$ cat src/rtl/alu_if_defs.sv
// Shared constants for the ALU byte interface: byte width, opcode field positions
// and FSM state encodings.
package alu_if_defs;

    localparam int BYTE_W   = 8;
    localparam int OP_LSB   = 0;
    localparam int FREQ_LSB = 2;
    localparam int RSVD_MSB = 7;
    localparam int RSVD_LSB = 4;

    localparam logic [2:0] ST_RX_A     = 3'd0;
    localparam logic [2:0] ST_RX_B     = 3'd1;
    localparam logic [2:0] ST_RX_OP    = 3'd2;
    localparam logic [2:0] ST_ISSUE    = 3'd3;
    localparam logic [2:0] ST_WAIT_RES = 3'd4;
    localparam logic [2:0] ST_TX       = 3'd5;

    typedef enum logic [2:0] {
        RX_A     = ST_RX_A,
        RX_B     = ST_RX_B,
        RX_OP    = ST_RX_OP,
        ISSUE    = ST_ISSUE,
        WAIT_RES = ST_WAIT_RES,
        TX       = ST_TX
    } state_t;

    // Opcode bytes with any reserved bit set are rejected.
    function automatic logic opcode_reserved_set(input logic [BYTE_W-1:0] op_byte);
        return |op_byte[RSVD_MSB:RSVD_LSB];
    endfunction

endpackage

$ cat src/rtl/byte_serializer.sv
// Parallel-load shift register that emits an N_BITS word as bytes, LSB first,
// over a valid/ready handshake; done pulses with the last accepted byte.
module byte_serializer
    import alu_if_defs::*;
#(
    parameter int N_BITS = 32
) (
    input  logic              clk,
    input  logic              rst_n,
    input  logic              load,
    input  logic [N_BITS-1:0] load_data,
    output logic [BYTE_W-1:0] tx_data,
    output logic              tx_valid,
    input  logic              tx_ready,
    output logic              done
);

    localparam int NB_BYTES = N_BITS / BYTE_W;
    localparam int CNT_W    = (NB_BYTES > 1) ? $clog2(NB_BYTES) : 1;

    logic [N_BITS-1:0] data_reg;
    logic [CNT_W-1:0]  count_reg;
    logic              valid_reg;
    logic              accept;
    logic              last_byte;

    assign accept    = valid_reg && tx_ready;
    assign last_byte = (count_reg == CNT_W'(NB_BYTES - 1));
    assign done      = accept && last_byte;
    assign tx_data   = data_reg[BYTE_W-1:0];
    assign tx_valid  = valid_reg;

    always_ff @(posedge clk or negedge rst_n) begin
        if (!rst_n) begin
            data_reg  <= '0;
            count_reg <= '0;
            valid_reg <= 1'b0;
        end else if (load) begin
            data_reg  <= load_data;
            count_reg <= '0;
            valid_reg <= 1'b1;
        end else if (accept) begin
            data_reg  <= data_reg >> BYTE_W;
            count_reg <= last_byte ? '0 : count_reg + 1'b1;
            valid_reg <= !last_byte;
        end
    end

endmodule

$ cat src/rtl/alu_byte_interface.sv
// Byte-serial front end for the ALU: assembles A, B and an opcode from a byte
// stream, issues one request, and streams the result back out byte by byte.
module alu_byte_interface
    import alu_if_defs::*;
#(
    parameter int N_BITS       = 32,
    parameter int RESP_TIMEOUT = 1024
) (
    input  logic              i_clock,
    input  logic              i_reset,
    input  logic [7:0]        i_rx_data,
    input  logic              i_rx_valid,
    output logic              o_rx_busy,
    output logic [N_BITS-1:0] o_alu_data_a,
    output logic [N_BITS-1:0] o_alu_data_b,
    output logic [1:0]        o_alu_operation,
    output logic [1:0]        o_alu_freq_clock,
    output logic              o_alu_enable,
    output logic              o_alu_valid,
    input  logic [N_BITS-1:0] i_alu_data,
    input  logic              i_alu_valid,
    output logic [7:0]        o_tx_data,
    output logic              o_tx_valid,
    input  logic              i_tx_ready,
    output logic              o_error
);

    localparam int NB_BYTES = N_BITS / BYTE_W;
    localparam int CNT_W    = (NB_BYTES > 1) ? $clog2(NB_BYTES) : 1;
    localparam int TO_W     = (RESP_TIMEOUT > 1) ? $clog2(RESP_TIMEOUT) : 1;

    state_t            state_reg, state_next;
    logic [CNT_W-1:0]  cnt_reg, cnt_next;
    logic [TO_W-1:0]   tmo_reg, tmo_next;
    logic [N_BITS-1:0] asm_a_reg, asm_a_next;
    logic [N_BITS-1:0] asm_b_reg, asm_b_next;
    logic [N_BITS-1:0] data_a_reg, data_b_reg;
    logic [1:0]        op_reg, freq_reg;
    logic              wr_a, wr_b, commit, load_res, ser_done;
    logic              last_rx_byte;

    assign last_rx_byte = (cnt_reg == CNT_W'(NB_BYTES - 1));

    // Operands are assembled in shadow registers so a rejected frame leaves
    // the ALU-facing operand outputs untouched.
    for (genvar gi = 0; gi < NB_BYTES; gi++) begin : g_lane
        assign asm_a_next[gi*BYTE_W +: BYTE_W] = (wr_a && cnt_reg == CNT_W'(gi))
            ? i_rx_data : asm_a_reg[gi*BYTE_W +: BYTE_W];
        assign asm_b_next[gi*BYTE_W +: BYTE_W] = (wr_b && cnt_reg == CNT_W'(gi))
            ? i_rx_data : asm_b_reg[gi*BYTE_W +: BYTE_W];
    end

    always_comb begin
        state_next = state_reg;
        cnt_next   = cnt_reg;
        tmo_next   = tmo_reg;
        wr_a       = 1'b0;
        wr_b       = 1'b0;
        commit     = 1'b0;
        load_res   = 1'b0;
        o_error    = 1'b0;
        unique case (state_reg)
            RX_A, RX_B: begin
                if (i_rx_valid) begin
                    wr_a = (state_reg == RX_A);
                    wr_b = (state_reg == RX_B);
                    if (last_rx_byte) begin
                        cnt_next   = '0;
                        state_next = (state_reg == RX_A) ? RX_B : RX_OP;
                    end else begin
                        cnt_next = cnt_reg + 1'b1;
                    end
                end
            end
            RX_OP: begin
                if (i_rx_valid) begin
                    if (opcode_reserved_set(i_rx_data)) begin
                        o_error    = 1'b1;
                        state_next = RX_A;
                    end else begin
                        commit     = 1'b1;
                        state_next = ISSUE;
                    end
                end
            end
            ISSUE: begin
                tmo_next   = '0;
                state_next = WAIT_RES;
            end
            WAIT_RES: begin
                if (i_alu_valid) begin
                    load_res   = 1'b1;
                    state_next = TX;
                end else if (tmo_reg == TO_W'(RESP_TIMEOUT - 1)) begin
                    o_error    = 1'b1;
                    state_next = RX_A;
                end else begin
                    tmo_next = tmo_reg + 1'b1;
                end
            end
            TX: begin
                if (ser_done) state_next = RX_A;
            end
            default: state_next = RX_A;
        endcase
    end

    always_ff @(posedge i_clock or negedge i_reset) begin
        if (!i_reset) begin
            state_reg  <= RX_A;
            cnt_reg    <= '0;
            tmo_reg    <= '0;
            asm_a_reg  <= '0;
            asm_b_reg  <= '0;
            data_a_reg <= '0;
            data_b_reg <= '0;
            op_reg     <= '0;
            freq_reg   <= '0;
        end else begin
            state_reg <= state_next;
            cnt_reg   <= cnt_next;
            tmo_reg   <= tmo_next;
            asm_a_reg <= asm_a_next;
            asm_b_reg <= asm_b_next;
            if (commit) begin
                data_a_reg <= asm_a_reg;
                data_b_reg <= asm_b_reg;
                op_reg     <= i_rx_data[OP_LSB +: 2];
                freq_reg   <= i_rx_data[FREQ_LSB +: 2];
            end
        end
    end

    assign o_rx_busy        = (state_reg == ISSUE) || (state_reg == WAIT_RES) || (state_reg == TX);
    assign o_alu_valid      = (state_reg == ISSUE);
    assign o_alu_enable     = (state_reg == ISSUE) || (state_reg == WAIT_RES);
    assign o_alu_data_a     = data_a_reg;
    assign o_alu_data_b     = data_b_reg;
    assign o_alu_operation  = op_reg;
    assign o_alu_freq_clock = freq_reg;

    byte_serializer #(
        .N_BITS(N_BITS)
    ) u_tx_ser (
        .clk      (i_clock),
        .rst_n    (i_reset),
        .load     (load_res),
        .load_data(i_alu_data),
        .tx_data  (o_tx_data),
        .tx_valid (o_tx_valid),
        .tx_ready (i_tx_ready),
        .done     (ser_done)
    );

endmodule
$ cat config.mk
export PLATFORM = sky130hd
export DESIGN_NAME = alu_byte_interface
export DESIGN_NICKNAME = d
export VERILOG_FILES = /design/src/rtl/alu_if_defs.sv /design/src/rtl/byte_serializer.sv /design/src/rtl/alu_byte_interface.sv
export SDC_FILE = /design/constraint.sdc
export NUM_CORES = 1
export LEC_CHECK = 0
export CORE_UTILIZATION = 53
export DETAILED_ROUTE_END_ITERATION = 7
export PLACE_DENSITY = 0.8
export SYNTH_ARGS = -nofsm -noshare
export SYNTH_HDL_FRONTEND = slang
export SYNTH_SLANG_ARGS = --single-unit
$ cat constraint.sdc
create_clock -name i_clock -period 2.4 [get_ports i_clock]
set_input_delay 0.48 -clock i_clock [delete_from_list [all_inputs] [get_ports i_clock]]
set_output_delay 0.48 -clock i_clock [all_outputs]
set_load 0.02 [all_outputs]
After elaboration in Yosys (flattened, before gate mapping)

Cells that the tools add are included.
W data, S select, Z words.

Output and inout port bits: 81
Input bits: 45
Logic and storage cells: 94
Bits in registers: 182

Equality and inequality tests: 17
$add $sub $neg: 3
Reduce and logical (&&, ||, !) cells: 22
Mux-type cells: 34

Operators with widths:

| operator                | count |
|---|---|
| $mux W32                | 2 |
| $mux W10                | 2 |
| $pmux W10 S2            | 1 |
| $mux W3                 | 6 |
| $mux W1                 | 15 |
| $pmux W3 S5             | 1 |
| $mux W2                 | 6 |
| $ne A2 B2 Y1 const B    | 6 |
| $add A10 B1 Y10 const B | 1 |
| $eq A10 B10 Y1 const B  | 1 |
| $logic_and A1 B1 Y1     | 10 |
| $eq A2 B2 Y1 const B    | 3 |
| $eq A3 B2 Y1 const B    | 2 |
| $eq A3 B3 Y1 const B    | 2 |
| $reduce_and A5 Y1       | 1 |
| $add A2 B1 Y2 const B   | 2 |
| $reduce_bool A2 Y1      | 2 |
| $reduce_or A4 Y1        | 1 |
| $eq A3 B1 Y1 const B    | 1 |
| $logic_not A3 Y1        | 1 |
| $ne A3 B3 Y1 const B    | 1 |
| $reduce_and A3 Y1       | 1 |
| $eq A2 B1 Y1 const B    | 1 |
| $logic_not A2 Y1        | 1 |
| other kinds (5)         | 6 |

Logic depth before layout (Yosys ltp)

Depth after elaboration: 5
Gate-level depth with buffers: 7
Mapped depth without buffers: 5

Hierarchy

From an unflattened synthesis, not the netlist that was laid out.

Cells, all modules: 586
Area total of the unflattened synthesis: 7881.3 um^2

Modules (own cells, without submodules):

| module             | area an instance (um^2) | times used | cells an instance | seq. area each (um^2) |
|---|---|---|---|---|
| alu_byte_interface | 5928.2                  | 1          | 393               | 3678.5 |
| byte_serializer    | 1953.1                  | 1          | 193               | 875.8 |

Worst setup path after synthesis

OpenSTA, ideal clock, no wires.

Path type: in2out
From: in i_rx_valid
To: out o_error
Stages on the path: 5
Slack: 444 ps
Arrival time: 1476 ps
Required time: 1920 ps
Buffers on the path: 1
Cell sequence: buf_2 inv_1 nor2_1 nand3_1 o21ai_0

Cells in the longest elaborated chain, start to end: 2

Ends and longest elaborated chain:

| element         | line                     | text |
|---|---|---|
| start, declared | alu_byte_interface.sv:12 | `input logic i_rx_valid,` |
| $mux W1         | alu_byte_interface.sv:76 | `if (i_rx_valid) begin` |
| $pmux W1 S2     | alu_byte_interface.sv:62 | `unique case (state_reg)` |
| end, declared   | alu_byte_interface.sv:25 | `output logic o_error` |

No other way between the ends.

Worst setup path in the final report

From: reg state_reg[1]
To: out o_alu_enable

Cells in the longest elaborated chain, start to end: 2
Elaborated cells on any way between the ends: 3
Classes of those cells: eq/ne (2); reduce/logical (1)

Ends and longest elaborated chain:

| element                                             | line                      | text |
|---|---|---|
| start, declared                                     | alu_byte_interface.sv:32  | `state_t state_reg, state_next;` |
| start signal, assigned                              | alu_byte_interface.sv:120 | `state_reg <= state_next;` |
| $eq A3 B2 Y1 / $eq A3 B3 Y1 (equally long branches) | alu_byte_interface.sv:136 | `assign o_alu_enable = (state_reg == ISSUE) \|\| (state_reg == WAIT_RES);` |
| $logic_or A1 B1 Y1 *                                | alu_byte_interface.sv:136 |  |
| end, declared                                       | alu_byte_interface.sv:18  | `output logic o_alu_enable,` |

Every way passes the cells marked *; elsewhere a longest branch is shown, timed or not.

==> results.json <==
{
  "dp_cells": 849,
  "synthesis.area_sq_mm": 0.00754,
  "final_common_cell": "dfrtp_1",
  "ir_drop_mv": 0.649,
  "synth_cell_types": 36,
  "cts_buffers": 17,
  "ant_nets": 0,
  "final.setup.tns_ps": 0,
  "cp-start-kind": "flop",
  "crit_family": "buffers and inverters",
  "synth_seq_cells": 182,
  "fmax_mhz": 451,
  "post-route-min-period_ps": 2220,
  "clockRootBuffer": "clkbuf_16",
  "synth.area.top_cells": "dfrtp_1 60%, mux2_2 17%, mux2_4 4.0%",
  "clk_pin_slew_worst_paths_ps": 70,
  "worstPathRequired_ps": 1920,
  "power_mw": 9.66,
  "postPlaceCellArea_sq_mm": 0.00914,
  "grt_overflow": 0,
  "cts_buffer_depth": 2,
  "cts_tree": "built",
  "most-common-layout-cells": "181 x dfrtp_1, 120 x clkdlybuf4s50_1, 113 x mux2_2, 53 x nand2_1, 41 x o21ai_0",
  "nets": 739,
  "chipHeight_um": 121,
  "ys_seq_area_share_pct": 60.4,
  "critical_path_buf_inv_count": 2,
  "io_buffers": 125,
  "worstPathArrival_ps": 1740,
  "crit_type": "reg2out",
  "max_slew.worst_pin.slew_ps": 594,
  "drt-pass1-iter-count": 5,
  "clkLatencyLatePin_ps": 430,
  "grt_pass1_wl_mm": 26.0,
  "slew_viol_final": 0,
  "fin_skew_ps": 7.06,
  "antenna_found_initial": 0,
  "leakagePower_nw": 4.61,
  "wl_mm": 15.8,
  "final.period_utilization_pct": 92.3,
  "gp_congestion": 0.839,
  "cap_violations": 0,
  "avgSynthCellArea_sq_um": 13.8,
  "io_pins": 126,
  "final_cell_area_sq_mm": 0.00977,
  "slowest_stage": "dfrtp_1",
  "drive_gt1_share_pct": 29.2,
  "r2r_slack_ps": 380,
  "yosysTopAreaCellShare_pct": 60.4,
  "drt_iter0_drc": 341,
  "path_common_cell": "nand2_1",
  "outcome": "finished clean",
  "syn_nets": 596,
  "async_flop_share_pct": 100,
  "vias": 4796,
  "start_util_pct": 54.4,
  "rows": 43,
  "slew-limit-headroom_pct": 60.4,
  "worstPathCellList": "buf_4, nor2_1, nand2_1, nand2_1, dlygate4sd2_1",
  "wl_per_cell_um": 17.9,
  "worstPathMaxFanout": 9,
  "slowest_delay_ps": 430,
  "htree_num_levels": 4,
  "grt_max_degree": 65,
  "rsz0062_at_grt": "false",
  "cp-end-kind": "output pin",
  "dpl.hpwl_mm": 10.9,
  "synth_area_leader_cell": "dfrtp_1",
  "synthCells": 545,
  "drc_errors": 0,
  "die_area_sq_mm": 0.0147,
  "n_fill_cell": 922,
  "area_delta_synth_final_pct": 29.5,
  "finalHoldViolCount": 0,
  "core_area_sq_mm": 0.0139,
  "clock-sinks": 182,
  "synth_ff_type": "dfrtp_1",
  "fp.dieW_um": 121,
  "hold_class": "in2async",
  "synth-edff-count": 0,
  "grtUsageTotal_pct": 23.3,
  "grt_pass1_vias": 5128,
  "final_cell_count_no_fill": 881,
  "finalSetupViolCount": 0,
  "antenna_cells": 0,
  "via_per_inst": 5.44,
  "ys_warn_count": 0,
  "powerDensity_mw_per_mm2": 989
}
[area by class of cell]
| cell class | instances | area [sq um] | share of cell area (%) |
|---|---|---|---|
| Clock buffer | 18 | 439 | 4.50 |
| Multi-Input combinational cell | 326 | 2800 | 28.6 |
| Timing Repair Buffer | 154 | 1540 | 15.7 |
| Sequential cell | 182 | 4560 | 46.6 |
| Tap cell | 180 | 225 | 2.31 |
| Clock inverter | 14 | 191 | 1.96 |
| Inverter | 7 | 26.3 | 0.269 |
[kinds of logic after synthesis]
| kind of cell | Yosys count | share of synthesized area (%) |
|---|---|---|
| muxes | 160 | 24.4 |
| AOI/OAI and AO/OA | 59 | 4.31 |
| buffers and inverters | 37 | 2.79 |
| DFF | 182 | 60.4 |
| xor gates and xnor gates | 1 | 0.116 |
| and+or+nand+nor | 100 | 7.00 |
| adders and majority gates | 6 | 0.995 |
[Yosys cell counts (2+ instances only)]
cell type and n:
mux2i_1 27, and3_1 2, o31ai_1 2, buf_4 10, nand2_1 53, inv_1 6, a21o_1 2, nand4_1 9
buf_2 9, dfrtp_1 182, mux2_4 20, nor4b_4 3, a21oi_1 8, ha_1 6, clkbuf_1 8, nor3_1 5
mux2_2 113, buf_6 3, nor2_1 9, nand3_1 12, o21ai_0 41
[path summary, 6_finish.rpt]
check,end,depth (start not counted),start
worst min register to register,o_alu_data_a[31],1,asm_a_reg[31]
max in group asynchronous,state_reg[0],2,i_reset
worst min-delay path,u_tx_ser.data_reg[2],1,i_reset
worst max register to register,asm_b_reg[11],4,state_reg[1]
worst max-delay path,o_alu_enable,5,state_reg[1]
min in group i_clock,o_alu_data_a[31],1,asm_a_reg[31]
[worst reg2reg max path, stage by stage, from the launching register on]
cell,delay (ps)
dfrtp_1,430
buf_4,210
nor2_1,300
nand4_1,510
mux2_2,470
[per-stage QoR]
stage | util, % | hold slack, ps | worst slack (ps)
floorplan | - | 184 | 444
global placement | 65.9 | 482 | -216
detailed placement | 65.9 | 489 | -179
CTS | 70.4 | 37.9 | 28.1
global route | 70.4 | 62.8 | 71.1
finish | 70.4 | 30.7 | 184
[layer usage]
metal | vias to the layer above | GRT usage (%) | wire [um]
li1 | 2216 | - | -
met1 | 2431 | 29.9 | 6870
met2 | 124 | 37.5 | 7530
met3 | 25 | 6.34 | 1090
met4 | 0 | 8.95 | 308
met5 | - | 0 | 0
[power breakdown]
part	leakage (nW)	total, mW	internal (mW)	switching, mW
Clock	0.303	2.91	1.70	1.21
Sequential	2.38	4.47	3.94	0.521
Combinational	1.92	2.29	1.23	1.05
Total	4.61	9.66	6.88	2.79
[repair_timing]
action | in CTS | in global routing
endpoints found under the setup margin | 4 | 1
hold buffers | 0 | 0
buffers inserted | 0 | 0
resized for setup | 9 | 2
No activity file was read; power rests on OpenSTA's default activity.
